[config.mk]
export PLATFORM = sky130hd
export DESIGN_NAME = mem_access
export DESIGN_NICKNAME = d
export VERILOG_FILES = /design/src/rtl/mem_access_pkg.sv /design/src/rtl/mem_align.sv /design/src/rtl/mem_access.sv
export SDC_FILE = /design/constraint.sdc
export NUM_CORES = 1
export LEC_CHECK = 0
export ABC_AREA = 1
export CORE_AREA = 3 3 139 209
export CTS_CLUSTER_SIZE = 12
export DETAILED_ROUTE_END_ITERATION = 10
export DIE_AREA = 0 0 142 212
export GPL_TIMING_DRIVEN = 0
export PLACE_DENSITY = 0.65
export SYNTH_ARGS = -nofsm -noshare
export SYNTH_HDL_FRONTEND = slang
export SYNTH_HIERARCHICAL = 1
export SYNTH_SLANG_ARGS = --single-unit
[constraint.sdc]
create_clock -name clk -period 3.6 [get_ports clk]
set_input_delay 0.72 -clock clk [delete_from_list [all_inputs] [get_ports clk]]
set_output_delay 0.72 -clock clk [all_outputs]
set_load 0.03 [all_outputs]
[src/rtl/mem_access_pkg.sv]
// Shared types for the mem_access load/store unit: opcode encodings, FSM states and data width.
package mem_access_pkg;

  localparam int unsigned SizeW = 32;

  typedef logic [SizeW-1:0] size_t;

  // MIPS primary-opcode encodings of the memory instructions
  typedef enum logic [5:0] {
    OP_LB  = 6'h20,
    OP_LH  = 6'h21,
    OP_LWL = 6'h22,
    OP_LW  = 6'h23,
    OP_LBU = 6'h24,
    OP_LHU = 6'h25,
    OP_LWR = 6'h26,
    OP_SB  = 6'h28,
    OP_SH  = 6'h29,
    OP_SW  = 6'h2B
  } opcode_t;

  typedef enum logic [1:0] {
    StIdle,
    StRead,
    StReadData,
    StWrite
  } mem_state_t;

endpackage

[src/rtl/mem_align.sv]
// Combinational lane steering for requests and big-endian extraction of load results.
// LWL/LWR decode is enabled by the MEM_ACCESS_LWLR_EN macro.
module mem_align
  import mem_access_pkg::*;
(
  input  opcode_t     req_op_i,
  input  logic [1:0]  req_off_i,
  input  size_t       req_rt_i,
  output logic        req_valid_o,
  output logic        req_misaligned_o,
  output logic        req_load_o,
  output logic [3:0]  req_be_o,
  output size_t       req_wdata_o,
  input  opcode_t     ld_op_i,
  input  logic [1:0]  ld_off_i,
  input  size_t       ld_rt_i,
  input  size_t       rdata_i,
  output size_t       load_data_o
);

  logic [7:0]  ld_byte;
  logic [15:0] ld_half;
  logic [4:0]  sh_l;
  logic [4:0]  sh_r;

  always_comb begin
    req_valid_o      = 1'b0;
    req_misaligned_o = 1'b0;
    req_load_o       = 1'b0;
    req_be_o         = 4'b1111;
    req_wdata_o      = req_rt_i;
    case (req_op_i)
      OP_LB, OP_LBU: begin
        req_valid_o = 1'b1;
        req_load_o  = 1'b1;
      end
      OP_LH, OP_LHU: begin
        req_valid_o      = 1'b1;
        req_load_o       = 1'b1;
        req_misaligned_o = req_off_i[0];
      end
      OP_LW: begin
        req_valid_o      = 1'b1;
        req_load_o       = 1'b1;
        req_misaligned_o = |req_off_i;
      end
`ifdef MEM_ACCESS_LWLR_EN
      OP_LWL, OP_LWR: begin
        req_valid_o = 1'b1;
        req_load_o  = 1'b1;
      end
`endif
      OP_SB: begin
        req_valid_o = 1'b1;
        req_be_o    = 4'b1000 >> req_off_i;
        req_wdata_o = {4{req_rt_i[7:0]}};
      end
      OP_SH: begin
        req_valid_o      = 1'b1;
        req_misaligned_o = req_off_i[0];
        req_be_o         = req_off_i[1] ? 4'b0011 : 4'b1100;
        req_wdata_o      = {2{req_rt_i[15:0]}};
      end
      OP_SW: begin
        req_valid_o      = 1'b1;
        req_misaligned_o = |req_off_i;
      end
      default: ;
    endcase
  end

  always_comb begin
    case (ld_off_i)
      2'd0:    ld_byte = rdata_i[31:24];
      2'd1:    ld_byte = rdata_i[23:16];
      2'd2:    ld_byte = rdata_i[15:8];
      default: ld_byte = rdata_i[7:0];
    endcase
    ld_half = ld_off_i[1] ? rdata_i[15:0] : rdata_i[31:16];
    sh_l    = {ld_off_i, 3'b000};
    sh_r    = {~ld_off_i, 3'b000};  // 8*(3-k)
    // LWL/LWR arms stay unreachable unless the request decode admits them
    case (ld_op_i)
      OP_LB:   load_data_o = {{24{ld_byte[7]}}, ld_byte};
      OP_LBU:  load_data_o = {24'h0, ld_byte};
      OP_LH:   load_data_o = {{16{ld_half[15]}}, ld_half};
      OP_LHU:  load_data_o = {16'h0, ld_half};
      OP_LWL:  load_data_o = (rdata_i << sh_l) | (ld_rt_i & ((32'd1 << sh_l) - 32'd1));
      OP_LWR:  load_data_o = (rdata_i >> sh_r) | (ld_rt_i & ~(32'hFFFF_FFFF >> sh_r));
      default: load_data_o = rdata_i;
    endcase
  end

endmodule

[src/rtl/mem_access.sv]
// Load/store unit bridging a CPU request to an Avalon-MM master port (big-endian lanes).
// Optional LWL/LWR support: define MEM_ACCESS_LWLR_EN.
module mem_access
  import mem_access_pkg::*;
(
  input  logic        clk,
  input  logic        reset,
  input  logic        start_i,
  input  opcode_t     opcode_i,
  input  size_t       address_i,
  input  size_t       rt_i,
  output logic        busy_o,
  output logic        done_o,
  output logic        addr_err_o,
  output size_t       load_data_o,
  output size_t       avm_address_o,
  output logic        avm_read_o,
  output logic        avm_write_o,
  output logic [3:0]  avm_byteenable_o,
  output size_t       avm_writedata_o,
  input  logic        avm_waitrequest_i,
  input  size_t       avm_readdata_i
);

  mem_state_t state_q, state_d;
  size_t      addr_q, rt_q, wdata_q, load_data_q;
  opcode_t    op_q;
  logic [1:0] off_q;
  logic [3:0] be_q;
  logic       done_q, addr_err_q;

  logic       req_valid, req_misaligned, req_load;
  logic [3:0] req_be;
  size_t      req_wdata, fmt_data;
  logic       idle_start, accept;

  mem_align u_align (
    .req_op_i         (opcode_i),
    .req_off_i        (address_i[1:0]),
    .req_rt_i         (rt_i),
    .req_valid_o      (req_valid),
    .req_misaligned_o (req_misaligned),
    .req_load_o       (req_load),
    .req_be_o         (req_be),
    .req_wdata_o      (req_wdata),
    .ld_op_i          (op_q),
    .ld_off_i         (off_q),
    .ld_rt_i          (rt_q),
    .rdata_i          (avm_readdata_i),
    .load_data_o      (fmt_data)
  );

  assign idle_start = (state_q == StIdle) && start_i && req_valid;
  assign accept     = idle_start && !req_misaligned;

  always_ff @(posedge clk) begin
    if (reset) state_q <= StIdle;
    else       state_q <= state_d;
  end

  always_comb begin
    state_d = state_q;
    unique case (state_q)
      StIdle:     if (accept) state_d = req_load ? StRead : StWrite;
      StRead:     if (!avm_waitrequest_i) state_d = StReadData;
      StReadData: state_d = StIdle;
      StWrite:    if (!avm_waitrequest_i) state_d = StIdle;
      default:    state_d = StIdle;
    endcase
  end

  always_comb begin
    busy_o      = (state_q != StIdle);
    avm_read_o  = (state_q == StRead);
    avm_write_o = (state_q == StWrite);
  end

  always_ff @(posedge clk) begin
    if (reset) begin
      addr_q      <= '0;
      op_q        <= OP_LB;
      off_q       <= 2'b00;
      rt_q        <= '0;
      be_q        <= 4'b0000;
      wdata_q     <= '0;
      load_data_q <= '0;
      done_q      <= 1'b0;
      addr_err_q  <= 1'b0;
    end else begin
      done_q     <= (state_q == StReadData) || ((state_q == StWrite) && !avm_waitrequest_i);
      addr_err_q <= idle_start && req_misaligned;
      if (accept) begin
        addr_q  <= {address_i[31:2], 2'b00};
        op_q    <= opcode_i;
        off_q   <= address_i[1:0];
        rt_q    <= rt_i;
        be_q    <= req_be;
        wdata_q <= req_wdata;
      end
      if (state_q == StReadData) load_data_q <= fmt_data;
    end
  end

  assign done_o           = done_q;
  assign addr_err_o       = addr_err_q;
  assign load_data_o      = load_data_q;
  assign avm_address_o    = addr_q;
  assign avm_byteenable_o = be_q;
  assign avm_writedata_o  = wdata_q;

endmodule

==> run_results.csv, run 1 <==
group,metric,value,unit
floorplan,core_area,27300,sq um
power_and_ir_drop,p_per_area,381,nW/um^2
synthesis,synth_area_leaders,"dfxtp_1, nand2_1, inv_1",
floorplan,die_area,30100,sq um
final_layout,nNetsFinal,2067,
routing,drtIter0Drc,878,
setup_path,crit_path_end_kind,"flop",
synthesis,synth_top_area_cell,"dfxtp_1",
global_routing,grt_pass1_vias,10700,
final_layout,fillCellCount,2983,
routing,drcViolationCount,0,
timing,period_share,94.4,%
clock_network,tritoncts,"done",
final_layout,syn2layout_area_growth,32.8,%
synthesis,ys_top_cells_by_count,"nand2_1, inv_1, nor2_1",
routing,via_per_inst,4.82,
clock_network,cts_buffers,17,
clock_network,clockBufferDepth,2,
clock_network,cts_sinks,142,
synthesis,avgSynthCellArea,5.51,sq um
global_routing,antenna_found_initial,0,
min_path,hp-class,"reg -> reg",
clock_network,cts_root_buf,"clkbuf_16",
synthesis,synth-edff-count,0,
synthesis,synth.most_common_cell,"nand2_1",
global_routing,grt_util_all_layers,26.6,%
synthesis,synth_seq_cells,142,
timing,grt_setup_unrepaired,"no",
final_layout,utilization,46.5,%
place,gp_congestion,1.01,
timing,report.final.slew_viol_count,0,
floorplan,die_w,142,um
final_layout,drive_above_1_share,4.61,%
timing,fin_crit,3.40,ns
synthesis,synth.distinct_cells,28,
final_layout,antenna_cells,0,
clock_network,htree_levels,4,
place,hpwl,32300,um
setup_path,worst-setup-path-type,"in -> reg",
power_and_ir_drop,ir_drop,0.373,mV
routing,wl_per_cell,17.5,um
timing,tightest_slew,1.03,ns
clock_network,clk_latency,0.44,ns
synthesis,synth_top_area_share,29.8,%
global_routing,grt_max_degree,17,
setup_path,cp.arrival,3.73,ns
outcome,status,"finished clean",
floorplan,rows,74,
synthesis,ys_seq_area_share,29.8,%
floorplan,pin_count,211,
timing,relSlewSlack,30.7,%
flow_run,maxCapViolCount,0,
floorplan,die_y,212,um
place,numPortBuffers,208,
clock_network,clk_pin_slew,0.06,ns
setup_path,reg2reg_depth,15,
place,post-place-ws,-0.376,ns
global_routing,grt_pass1_wl,60900,um
routing,final_antenna_net_count,0,
floorplan,start_util,35.0,%
routing,routed_wl,40500,um
synthesis,synthFlopType,"dfxtp_1",
setup_path,startpoint_type,"input pin",
global_routing,overflow,0,
timing,max_freq,0.294,GHz
min_path,hold_depth,4,
synthesis,synth_cells,1732,
timing,setup_viol,0,
synthesis,ys_warn_count,6,
routing,vias,11200,
synthesis,syn_area,9550,sq um
synthesis,async_reset_ff_share,0,%
timing,finalWorstSetupSlack,0.202,ns
routing,drt-pass1-iter-count,6,
timing,finClkSkew,0.00858,ns
setup_path,crit_required,3.93,ns
timing,hold_viol_final,0,
setup_path,crit_fanout,10,
power_and_ir_drop,total_leakage_power,6.39,nW
## layer usage
| metal | global-route usage [%] | up-vias | share of wire [%] |
|---|---|---|---|
| li1 | - | 5678 | - |
| met1 | 28.2 | 4937 | 37 |
| met2 | 47.6 | 429 | 50 |
| met3 | 5.27 | 109 | 5.9 |
| met4 | 17.2 | 0 | 7.3 |
| met5 | 0 | - | 0 |
## where the power goes
group	total [mW]	internal [mW]	switching (mW)
Combinational	1.22	0.430	0.794
Sequential	1.70	1.65	0.0487
Clock	1.91	1.19	0.715
## placed cells by master, fill, tap and decap left out, types with 2 or more instances in the layout
cell             netlist  final
nand2_1              556    556
inv_1                364    364
nor2_1               226    226
clkdlybuf4s50_1        0    208
dfxtp_1              142    142
nand4_1              126    126
nand3_1              101    101
o21ai_0               76     76
clkbuf_1              51     52
buf_2                 26     26
buf_4                 19     19
clkbuf_16              0     17
buf_1                 15     15
inv_2                  7      7
a21oi_1                4      4
bufinv_16              0      4
clkinv_2               0      3
nor2_4                 2      2
buf_6                  2      2
conb_1                 1      2
clkbuf_8               0      2
clkinv_4               0      2
o21ai_1                2      2
o2111ai_1              2      2
## worst paths after layout
check / slack (ns) / start / to
setup / recovery: 0.20 / opcode_i[5] / avm_writedata_o[4]$_SDFFE_PP0P_
hold / removal: 0.51 / avm_address_o[17]$_SDFFE_PP0P_ / avm_address_o[17]$_SDFFE_PP0P_
setup reg to reg: 0.62 / off_q[0]$_SDFFE_PP0P_ / load_data_o[31]$_SDFFE_PP0P_
hold reg to reg: 0.51 / avm_address_o[17]$_SDFFE_PP0P_ / avm_address_o[17]$_SDFFE_PP0P_
## cell type report
cell class              instances  area (sq um)  area share, %
plain buffers                 113           544           4.29
clock buffers                  21           460           3.63
clock inverters                10           161           1.27
inverters                     372          1400           11.0
multi-input cells            1106          4770           37.6
flip-flops and latches        142          2840           22.4
well taps                     342           428           3.37
repair buffers                208          2080           16.4
## per-stage QoR
| step | total power, mW | setup TNS (ns) | hold WS [ns] | instances | area [sq um] |
|---|---|---|---|---|---|
| after global routing | 5.02 | 0 | 0.538 | 2314 | 12700 |
| final | 4.83 | 0 | 0.508 | 2314 | 12700 |
| after CTS | 4.85 | 0 | 0.507 | 2314 | 12700 |
| after detailed placement | 2.94 | -20.97 | 0.497 | 2283 | 12100 |
| after global placement | 2.94 | -16.95 | 0.494 | 2283 | 12100 |
| after floorplan | 2.39 | 0 | 0.429 | 1733 | 9560 |
## repair_timing
| action | in CTS | in global routing |
|---|---|---|
| hold endpoints to repair | 0 | 0 |
| hold buffers | 0 | 0 |
| gates resized for setup | 0 | 2 |
| setup buffers | 0 | 0 |
| endpoints found under the setup margin | 0 | 40 |
## state kept, by name (all words and copies together) (netlist names), 2 cells and up
signal,count
load_data_o,32
state_q,2
op_q,6
avm_address_o,30
avm_byteenable_o,4
off_q,2
rt_q,32
avm_writedata_o,32
## worst max-delay path, cell delays in order
cell and delay [ns]:
clkdlybuf4s50_1 0.52, inv_1 0.09, nor2_1 0.24, nand4_2 0.33
clkbuf_1 0.40, nand3_1 0.16, nand2_1 0.20, inv_2 0.25
clkbuf_2 0.29, buf_2 0.25, nand4_1 0.11, nand2_1 0.10
nor2_1 0.05
## logic make-up after synthesis
logic type      synth area share (%)
other cells                   0.0393
simple gates                    45.2
flops                           29.8
compound gates                  4.55
fa+ha+maj                      0.131
buf+inv                         20.3
Power figures use the tool's default switching activity.
==> inputs of run 2 (changes only) <==
--- a/config.mk
+++ b/config.mk
@@ -6,6 +6,7 @@
 export NUM_CORES = 1
 export LEC_CHECK = 0
 export ABC_AREA = 1
+export ABC_CLOCK_PERIOD_IN_PS = 3600
 export CORE_AREA = 3 3 139 209
 export CTS_CLUSTER_SIZE = 12
 export DETAILED_ROUTE_END_ITERATION = 10
==> results of run 2 <==
Same layout as run 1: the final DEF is identical, and so are final timing and power.
==> inputs of run 3 (changes only) <==
--- a/config.mk
+++ b/config.mk
@@ -8,6 +8,7 @@
 export ABC_AREA = 1
 export ABC_CLOCK_PERIOD_IN_PS = 3600
 export CORE_AREA = 3 3 139 209
+export CTS_BUF_LIST = sky130_fd_sc_hd__clkbuf_4 sky130_fd_sc_hd__clkbuf_8 sky130_fd_sc_hd__clkbuf_16
 export CTS_CLUSTER_SIZE = 12
 export DETAILED_ROUTE_END_ITERATION = 10
 export DIE_AREA = 0 0 142 212
==> run 3 against run 2 <==
  * Sequential share of layout area hardly changed
  * Clock skew hardly changed
  * Cell area hardly changed
  * Core utilization hardly changed
  * Clock-buffer cell count stayed put
  * Fmax is 1.0% higher
  * Highest routed layer unchanged
==> run_results.csv, run 3 (same netlist as run 1, synthesis figures left out) <==
group,metric,value,unit
setup_path,crit_path_end,"avm_writedata_o[4]$_SDFFE_PP0P_",
timing,finalWorstSetupSlack,0.235,ns
place,numPortBuffers,208,
floorplan,rows,74,
routing,final_antenna_net_count,0,
power_and_ir_drop,p_per_area,381,nW/um^2
clock_network,cts_setup_buffers,0,
setup_path,reg2reg_to,"load_data_o[31]$_SDFFE_PP0P_",
final_layout,syn2layout_area_growth,32.9,%
timing,holdWs,0.508,ns
global_routing,grt_max_degree,17,
setup_path,cp.arrival,3.69,ns
setup_path,reg2reg_depth,15,
global_routing,met2_usage,47.6,%
timing,setup_viol,0,
routing,drcViolationCount,0,
final_layout,fillCellCount,2982,
timing,max_freq,0.297,GHz
place,gp_congestion,1.01,
min_path,hp-class,"reg -> reg",
routing,via_per_inst,4.79,
floorplan,die_y,212,um
clock_network,cts_buffers,17,
clock_network,clk_latency,0.44,ns
timing,hold_viol_final,0,
timing,period_share,93.5,%
global_routing,use_met3,5.27,%
setup_path,crit_path_end_kind,"flop",
timing,finalSetupTns,0,ns
setup_path,crit_fanout,10,
timing,tightest_slew,1.07,ns
routing,routed_wl,40600,um
outcome,status,"finished clean",
floorplan,pin_count,211,
global_routing,grt_pass1_wl,60900,um
clock_network,clockBufferDepth,2,
setup_path,startpoint_type,"input pin",
clock_network,clk_pin_slew,0.06,ns
routing,drt-pass1-iter-count,6,
floorplan,die_area,30100,sq um
place,hpwl,32300,um
final_layout,layout_commonest_cell,"nand2_1",
clock_network,tritoncts,"done",
routing,drtIter0Drc,773,
timing,finClkSkew,0.00858,ns
global_routing,antenna_found_initial,0,
clock_network,htree_levels,4,
final_layout,antenna_cells,0,
final_layout,multiInputGateArea,4770,sq um
timing,report.final.slew_viol_count,0,
routing,wl_per_cell,17.5,um
final_layout,drive_above_1_share,4.72,%
clock_network,cts_sinks,142,
global_routing,busiest_layer,"met2",
final_layout,final_cell_mix,"nand2_1, inv_1, nor2_1, clkdlybuf4s50_1, dfxtp_1",
final_layout,seq_area,2840,sq um
timing,grt_setup_unrepaired,"no",
flow_run,maxCapViolCount,0,
floorplan,start_util,35.0,%
place,post-place-ws,-0.376,ns
setup_path,crit_required,3.93,ns
setup_path,rrSetupSlack,0.61,ns
setup_path,reg2reg_from,"off_q[0]$_SDFFE_PP0P_",
floorplan,core_area,27300,sq um
floorplan,die_w,142,um
power_and_ir_drop,total_leakage_power,6.40,nW
setup_path,worst-setup-path-type,"in -> reg",
routing,vias,11100,
final_layout,nNetsFinal,2067,
timing,relSlewSlack,28.0,%
global_routing,overflow,0,
global_routing,grt_util_all_layers,26.6,%
final_layout,utilization,46.5,%
power_and_ir_drop,ir_drop,0.366,mV
timing,fin_crit,3.36,ns
setup_path,critical_path.startpoint,"opcode_i[5]",
global_routing,met1_usage,28.2,%
global_routing,grt_pass1_vias,10700,
clock_network,cts_root_buf,"clkbuf_16",
run 3: worst min path at each step:
stage                                     startpoint                                to  cells after the start
global route        avm_writedata_o[30]$_SDFFE_PP0P_  avm_writedata_o[30]$_SDFFE_PP0P_                      4
finish                avm_address_o[17]$_SDFFE_PP0P_    avm_address_o[17]$_SDFFE_PP0P_                      4
detailed placement      load_data_o[20]$_SDFFE_PP0P_      load_data_o[20]$_SDFFE_PP0P_                      2
floorplan                       op_q[5]$_SDFFE_PP1P_              op_q[5]$_SDFFE_PP1P_                      2
global placement        load_data_o[11]$_SDFFE_PP0P_      load_data_o[11]$_SDFFE_PP0P_                      2
CTS                   avm_address_o[31]$_SDFFE_PP0P_    avm_address_o[31]$_SDFFE_PP0P_                      4
run 3: routing by layer:
layer,routed length (um),vias up
li1,-,5667
met1,15100,4905
met2,20200,412
met3,2430,100
met4,2850,0
met5,0,-
run 3: area by class of cell:
| type | instances | area share, % |
|---|---|---|
| Multi-Input combinational cell | 1106 | 37.6 |
| Timing Repair Buffer | 208 | 16.4 |
| Inverter | 372 | 11.0 |
| Clock buffer | 21 | 3.69 |
| Sequential cell | 142 | 22.4 |
| Tap cell | 342 | 3.37 |
| Buffer | 113 | 4.29 |
| Clock inverter | 10 | 1.27 |
run 3: critical path: stages:
cell	delay, ns
clkdlybuf4s50_1	0.52
inv_1	0.09
nor2_1	0.23
nand4_2	0.33
clkbuf_1	0.39
nand3_1	0.15
nand2_1	0.20
inv_2	0.24
clkbuf_2	0.29
buf_2	0.25
nand4_1	0.11
nand2_1	0.10
nor2_1	0.05
run 3: timing repair:
action | 4_1_cts | 5_1_grt
endpoints found under the setup margin | 0 | 40
resized for setup | 0 | 2
hold buffers | 0 | 0
run 3: per-stage QoR:
stage | cell area [sq um] | total power [mW] | instances
6_report | 12700 | 4.84 | 2314
3_5_place_dp | 12100 | 2.94 | 2283
2_1_floorplan | 9560 | 2.39 | 1733
5_1_grt | 12700 | 5.04 | 2314
4_1_cts | 12700 | 4.87 | 2314
3_3_place_gp | 12100 | 2.94 | 2283
run 3: report_power, final:
group | switching [mW] | leakage, nW | internal, mW | total (mW)
Sequential | 0.0487 | 1.15 | 1.65 | 1.70
Clock | 0.709 | 0.314 | 1.21 | 1.92
Combinational | 0.794 | 4.93 | 0.430 | 1.22
